<file path="config.mk">
export PLATFORM = sky130hd
export DESIGN_NAME = apb_master_flat
export DESIGN_NICKNAME = d
export VERILOG_FILES = /design/src/rtl/apb_master_if.sv /design/src/rtl/apb_master.sv /design/src/flat_wrapper.sv
export SDC_FILE = /design/constraint.sdc
export NUM_CORES = 1
export LEC_CHECK = 0
export ABC_AREA = 1
export BUFFER_PORTS_ARGS = -buffer_cell sky130_fd_sc_hd__buf_2
export CAP_MARGIN = 10
export CORE_MARGIN = 4
export CORE_UTILIZATION = 42
export DETAILED_ROUTE_END_ITERATION = 8
export HOLD_SLACK_MARGIN = 0.03
export PLACE_DENSITY_LB_ADDON = 0.05
export SYNTH_ARGS = -nofsm -noshare
export SYNTH_HDL_FRONTEND = slang
export SYNTH_SLANG_ARGS = --single-unit
export TNS_END_PERCENT = 5
</file>
<file path="constraint.sdc">
create_clock -name pclk -period 1.6 [get_ports pclk]
set_clock_uncertainty 0.2 [all_clocks]
set_input_delay 0.24 -clock pclk [delete_from_list [all_inputs] [get_ports pclk]]
set_output_delay 0.24 -clock pclk [all_outputs]
set_load 0.02 [all_outputs]
</file>
<file path="src/rtl/apb_master_if.sv">
// Bundles the command/response handshake and the APB requester/completer signals
// of apb_master; the master modport is the controller's view, slave the environment's.
interface apb_master_if #(
  parameter int ADDR_W = 32,
  parameter int DATA_W = 32
);
  logic              cmd_valid;
  logic              cmd_ready;
  logic              cmd_write;
  logic [ADDR_W-1:0] cmd_addr;
  logic [DATA_W-1:0] cmd_wdata;
  logic              rsp_valid;
  logic [DATA_W-1:0] rsp_rdata;
  logic              rsp_slverr;
  logic              rsp_timeout;
  logic [ADDR_W-1:0] paddr;
  logic              pselx;
  logic              penable;
  logic              pwrite;
  logic [DATA_W-1:0] pwdata;
  logic              pready;
  logic              pslverr;
  logic [DATA_W-1:0] prdata;

  modport master (
    input  cmd_valid, cmd_write, cmd_addr, cmd_wdata, pready, pslverr, prdata,
    output cmd_ready, rsp_valid, rsp_rdata, rsp_slverr, rsp_timeout,
           paddr, pselx, penable, pwrite, pwdata
  );

  modport slave (
    output cmd_valid, cmd_write, cmd_addr, cmd_wdata, pready, pslverr, prdata,
    input  cmd_ready, rsp_valid, rsp_rdata, rsp_slverr, rsp_timeout,
           paddr, pselx, penable, pwrite, pwdata
  );
endinterface

</file>
<file path="src/rtl/apb_master.sv">
// APB requester: turns one command at a time into an APB SETUP/ACCESS transfer,
// with a bounded ACCESS wait and a one-cycle completion pulse carrying the result.
module apb_master #(
  parameter int ADDR_W  = 32,
  parameter int DATA_W  = 32,
  parameter int TIMEOUT = 16
) (
  input  logic          pclk,
  input  logic          prst,
  apb_master_if.master  bus
);

  typedef enum logic [1:0] {
    ST_IDLE   = 2'd0,
    ST_SETUP  = 2'd1,
    ST_ACCESS = 2'd2
  } state_t;

  localparam logic [7:0] CNT_LAST = 8'(TIMEOUT - 1);

  state_t            r_state;
  state_t            w_next;
  logic [7:0]        r_cnt;
  logic              r_psel;
  logic              r_penable;
  logic              r_pwrite;
  logic [ADDR_W-1:0] r_paddr;
  logic [DATA_W-1:0] r_pwdata;
  logic              r_rsp_valid;
  logic [DATA_W-1:0] r_rsp_rdata;
  logic              r_rsp_slverr;
  logic              r_rsp_timeout;

  logic              w_ok;
  logic              w_tmo;
  logic              w_end;
  logic              w_cmd_ready;
  logic              w_accept;

  // pready on the final counted cycle is a normal completion, not a timeout
  always_comb begin
    w_ok        = 1'b0;
    w_tmo       = 1'b0;
    w_end       = 1'b0;
    w_cmd_ready = 1'b0;
    w_accept    = 1'b0;
    w_next      = r_state;

    if (r_state == ST_ACCESS) begin
      w_ok  = bus.pready;
      w_tmo = !bus.pready && (r_cnt == CNT_LAST);
    end
    w_end       = w_ok || w_tmo;
    w_cmd_ready = (r_state == ST_IDLE) || w_end;
    w_accept    = bus.cmd_valid && w_cmd_ready;

    case (r_state)
      ST_IDLE:   if (w_accept) w_next = ST_SETUP;
      ST_SETUP:  w_next = ST_ACCESS;
      ST_ACCESS: if (w_end) w_next = w_accept ? ST_SETUP : ST_IDLE;
      default:   w_next = ST_IDLE;
    endcase
  end

  always_ff @(posedge pclk or negedge prst) begin
    if (!prst) begin
      r_state <= ST_IDLE;
    end else begin
      r_state <= w_next;
    end
  end

  // APB strobes follow the next state so they are registered, not decoded
  always_ff @(posedge pclk or negedge prst) begin
    if (!prst) begin
      r_psel        <= 1'b0;
      r_penable     <= 1'b0;
      r_pwrite      <= 1'b0;
      r_paddr       <= '0;
      r_pwdata      <= '0;
      r_cnt         <= '0;
      r_rsp_valid   <= 1'b0;
      r_rsp_rdata   <= '0;
      r_rsp_slverr  <= 1'b0;
      r_rsp_timeout <= 1'b0;
    end else begin
      r_psel    <= (w_next != ST_IDLE);
      r_penable <= (w_next == ST_ACCESS);

      if (w_accept) begin
        r_paddr  <= bus.cmd_addr;
        r_pwrite <= bus.cmd_write;
        r_pwdata <= bus.cmd_wdata;
      end

      if (r_state == ST_SETUP) begin
        r_cnt <= '0;
      end else if ((r_state == ST_ACCESS) && !bus.pready) begin
        r_cnt <= r_cnt + 8'd1;
      end

      r_rsp_valid <= w_end;
      if (w_end) begin
        r_rsp_rdata   <= (w_ok && !r_pwrite) ? bus.prdata : '0;
        r_rsp_slverr  <= w_ok ? bus.pslverr : 1'b1;
        r_rsp_timeout <= w_tmo;
      end
    end
  end

  assign bus.cmd_ready   = w_cmd_ready;
  assign bus.paddr       = r_paddr;
  assign bus.pselx       = r_psel;
  assign bus.penable     = r_penable;
  assign bus.pwrite      = r_pwrite;
  assign bus.pwdata      = r_pwdata;
  assign bus.rsp_valid   = r_rsp_valid;
  assign bus.rsp_rdata   = r_rsp_rdata;
  assign bus.rsp_slverr  = r_rsp_slverr;
  assign bus.rsp_timeout = r_rsp_timeout;

endmodule

</file>
<file path="src/flat_wrapper.sv">
// flat-port wrapper written by rule: the top's interface ports become plain ports
module apb_master_flat 
#(
  parameter int ADDR_W  = 32,
  parameter int DATA_W  = 32,
  parameter int TIMEOUT = 16
)
  (pclk, prst, bus_cmd_valid, bus_cmd_write, bus_cmd_addr, bus_cmd_wdata, bus_pready, bus_pslverr, bus_prdata, bus_cmd_ready, bus_rsp_valid, bus_rsp_rdata, bus_rsp_slverr, bus_rsp_timeout, bus_paddr, bus_pselx, bus_penable, bus_pwrite, bus_pwdata);
  apb_master_if #(.ADDR_W(ADDR_W), .DATA_W(DATA_W)) bus_i ();
  input  logic pclk;
  input  logic prst;
  input wire logic [$bits(bus_i.cmd_valid)-1:0] bus_cmd_valid;
  input wire logic [$bits(bus_i.cmd_write)-1:0] bus_cmd_write;
  input wire logic [$bits(bus_i.cmd_addr)-1:0] bus_cmd_addr;
  input wire logic [$bits(bus_i.cmd_wdata)-1:0] bus_cmd_wdata;
  input wire logic [$bits(bus_i.pready)-1:0] bus_pready;
  input wire logic [$bits(bus_i.pslverr)-1:0] bus_pslverr;
  input wire logic [$bits(bus_i.prdata)-1:0] bus_prdata;
  output wire logic [$bits(bus_i.cmd_ready)-1:0] bus_cmd_ready;
  output wire logic [$bits(bus_i.rsp_valid)-1:0] bus_rsp_valid;
  output wire logic [$bits(bus_i.rsp_rdata)-1:0] bus_rsp_rdata;
  output wire logic [$bits(bus_i.rsp_slverr)-1:0] bus_rsp_slverr;
  output wire logic [$bits(bus_i.rsp_timeout)-1:0] bus_rsp_timeout;
  output wire logic [$bits(bus_i.paddr)-1:0] bus_paddr;
  output wire logic [$bits(bus_i.pselx)-1:0] bus_pselx;
  output wire logic [$bits(bus_i.penable)-1:0] bus_penable;
  output wire logic [$bits(bus_i.pwrite)-1:0] bus_pwrite;
  output wire logic [$bits(bus_i.pwdata)-1:0] bus_pwdata;
  assign bus_i.cmd_valid = bus_cmd_valid;
  assign bus_i.cmd_write = bus_cmd_write;
  assign bus_i.cmd_addr = bus_cmd_addr;
  assign bus_i.cmd_wdata = bus_cmd_wdata;
  assign bus_i.pready = bus_pready;
  assign bus_i.pslverr = bus_pslverr;
  assign bus_i.prdata = bus_prdata;
  assign bus_cmd_ready = bus_i.cmd_ready;
  assign bus_rsp_valid = bus_i.rsp_valid;
  assign bus_rsp_rdata = bus_i.rsp_rdata;
  assign bus_rsp_slverr = bus_i.rsp_slverr;
  assign bus_rsp_timeout = bus_i.rsp_timeout;
  assign bus_paddr = bus_i.paddr;
  assign bus_pselx = bus_i.pselx;
  assign bus_penable = bus_i.penable;
  assign bus_pwrite = bus_i.pwrite;
  assign bus_pwdata = bus_i.pwdata;
  apb_master #(.ADDR_W(ADDR_W), .DATA_W(DATA_W), .TIMEOUT(TIMEOUT)) u_core (.pclk(pclk), .prst(prst), .bus(bus_i));
endmodule
</file>
==> impl_metrics.toml <==
[routing]
drt-total-wl_um = 14500
drc = 0
drt-vias-per-instance = 4.80
drtAntennaViolNets = 0
first_pass_iters = 7
drtIter0Drc = 307
vias = 4652
wl_per_cell_um = 15.0

[setup_path]
path_delay_family = "flip-flops"
criticalPathCategory = "flop to output port"
crit_path_cell_trace = "ha_4 -> nand3_4 -> nor2_4 -> nand2_4 -> o211ai_1 -> buf_4"
crit-reg2reg-launch = "u_core.r_cnt[1]"
slowest_delay_ps = 400
startpoint_type = "flop"
reg2reg_depth = 9
required_ps = 1160
cp_max_fo = 2
cp_slowest_cell = "dfrtp_1"
critPathLaunch = "u_core.r_cnt[1]"
cp_num_buf_inv = 1
ff2ff_setup_slack_ps = -270
endpoint_kind = "output port"
worstReg2RegEnd = "u_core.bus.paddr[28]"
arrival_ps = 1460

[sta]
worstMarginPinSlew_ps = 349
setup-tns-final_ps = -15540
rsz0062_at_grt = "yes"
max_freq_mhz = 525
drv_slew = 0
finalSetupViolCount = 71
finalHoldViolations = 0
period_share = 1.19
relSlewSlack = 0.767
hold_slack_ps = 153
finalWorstSetupSlack_ps = -305
period_minus_slack_ps = 1900

[grt]
grt.busiest_layer = "met2"
gr-total-overflow = 0
grtUsageTotal = 0.231
grt_pass1_vias = 4868
grt_use_met1 = 0.285
antenna_found_initial = 0
groute.layer.met3.usage = 0.0528
grt_max_degree = 66
grt_pass1_wl_um = 23800
use_met2 = 0.395

[clocking]
root_buffer = "clkbuf_8"
clk_pin_slew_ps = 100
cts.sinks = 112
numCtsBuffers = 9
worst_skew_pair.late_latency_ps = 360
clock_path_buffers = 2
cts_tree = "done"
cts_htree_levels = 3

[logic_synthesis]
synth_fa_ha_area_frac = 0.00274
synth_area_um2 = 4570
syn-mean-instance-area_um2 = 9.04
synth-simple-area-share = 0.258
synthDistinctLibCells = 25
yosysWarnings = 0
ys_seq_elements = 112
synth_xor_area_frac = 0.00384
seq_area_frac_synth = 0.614
netlist_instances = 505
synth.area.mux_share = 0
syn_nets = 608
synth_compound_area_frac = 0.0458
synth_top_family_by_area = "simple AND/OR/NAND/NOR gates"

[placed_design]
dp_hpwl_um = 8880
gp_congestion = 0.808
portBuffers = 204

[final_layout]
n_fill_cell = 830
seqCellArea_um2 = 2800
nets = 931
multiInputGateArea_um2 = 1510
final_common_cell = "buf_2"
final_cell_mix = "202 x buf_2, 145 x nand2_1, 112 x dfrtp_1"
drive_gt1_frac = 0.334
area_growth_pct = 63.1
diodes = 0

[floorplanning]
ios = 205
start_util = 0.436
placement_rows = 37
die_area_um2 = 12600
dieHeight_um = 112
dieWidth_um = 112
core_um2 = 10500

[power_and_ir_drop]
p_per_area_nw_per_um2 = 1730
fin_total_pwr_uw = 12900
leakage_uw = 0.00414
p_switching_uw = 5470
swShare = 0.424
ir_drop_mv = 0.999
pwr-share-seq = 0.362
comb_power_share = 0.495
p_int_uw = 7420
clkPwrFrac = 0.143

[min_path]
hold_path_end = "u_core.r_cnt[4]"
hold_class = "primary input to flop"
holdPathStages = 6
hp-start = "bus_pready"

[job]
cap_violations = 0

[outcome]
status = "complete, but fails checks"
violations = "negative setup slack"
power by group through the flow:
stage	Sequential, uW	Combinational (uW)	Clock, uW
finish	4670	6380	1840
global route	4820	6920	2010
CTS	4640	6220	1890
detailed placement	4680	5470	0
global placement	4660	5380	0
floorplan	6110	1890	0
metrics by stage:
stage          cell area [um^2]  worst slack [ps]  instances   util
4_1_cts                    7340              -402        966  0.702
2_1_floorplan              4590             -81.0        505      -
3_5_place_dp               5910              -160        841  0.565
5_1_grt                    7450              -407        969  0.712
6_report                   7450              -305        969  0.712
3_3_place_gp               5910             -91.1        841  0.565
layer usage:
layer | part of all wire | up-vias
met1 | 0.41 | 2196
met4 | 0.025 | 0
met5 | 0 | -
met3 | 0.063 | 27
li1 | - | 2262
met2 | 0.50 | 167
cells by family (layout without fill, tap and decap cells):
group,Yosys count,in the layout
compound gates,41,41
xor+xnor,2,2
fa+ha+maj,1,1
buf+inv,78,406
flops,112,112
simple gates,271,271
final cells by class:
class,count,share of cell area
Timing Repair Buffer,344,0.345
Clock buffer,9,0.0166
Clock inverter,7,0.0128
Tap cell,136,0.0228
Sequential cell,112,0.376
Inverter,46,0.0232
Multi-Input combinational cell,315,0.203
worst reg2reg max path, cell delays in order (launching register included):
cell	delay, ps
dfrtp_1	400
ha_4	170
nand3_4	70
nor2_4	120
nand2_4	60
buf_4	160
nand3_4	150
bufbuf_16	330
nand3_1	90
nand2_1	80
synth_stat cells:
cell | instances | area [um^2]
inv_1 | 45 | 169
nor2_2 | 1 | 6.26
nand3_2 | 1 | 10.0
xnor2_1 | 1 | 8.76
inv_2 | 1 | 3.75
nor2_1 | 12 | 45.0
nor3_1 | 1 | 5.00
xor2_1 | 1 | 8.76
nand3_1 | 105 | 526
buf_6 | 3 | 33.8
buf_2 | 6 | 30.0
buf_4 | 7 | 52.6
nand2_4 | 1 | 11.3
nand2_1 | 147 | 552
o21ai_1 | 20 | 100
nand4_1 | 1 | 6.26
o211ai_1 | 1 | 7.51
ha_1 | 1 | 12.5
o22ai_1 | 1 | 6.26
dfrtp_1 | 112 | 2800
clkbuf_1 | 14 | 52.6
buf_1 | 2 | 7.51
o21ai_0 | 19 | 95.1
or2_4 | 1 | 8.76
nand2_2 | 1 | 6.26
sequential cells by signal (all words and copies together) (netlist names):
name	cells
u_core.bus.paddr	32
u_core.bus.penable	1
u_core.bus.pselx	1
u_core.bus.pwdata	32
u_core.bus.pwrite	1
u_core.bus.rsp_rdata	32
u_core.bus.rsp_slverr	1
u_core.bus.rsp_timeout	1
u_core.bus.rsp_valid	1
u_core.r_cnt	8
u_core.r_state	2
how the worst max path moves through the flow:
stage / depth (start not counted) / endpoint
after floorplan: 10 / u_core.bus.pwdata[10]
after global placement: 9 / u_core.bus.paddr[15]
after detailed placement: 9 / u_core.bus.paddr[27]
after CTS: 6 / bus_cmd_ready
after global routing: 6 / bus_cmd_ready
final: 6 / bus_cmd_ready
repair_timing:
item                                   CTS  global route
hold buffers                           100             0
endpoints found under the hold margin  210             0
pin swaps                                3            10
setup endpoints to repair               68           102
resized for setup                       12            23
setup buffers                            4             2
cloned                                   5             1
Note: power is estimated with default switching activity, not from simulation.
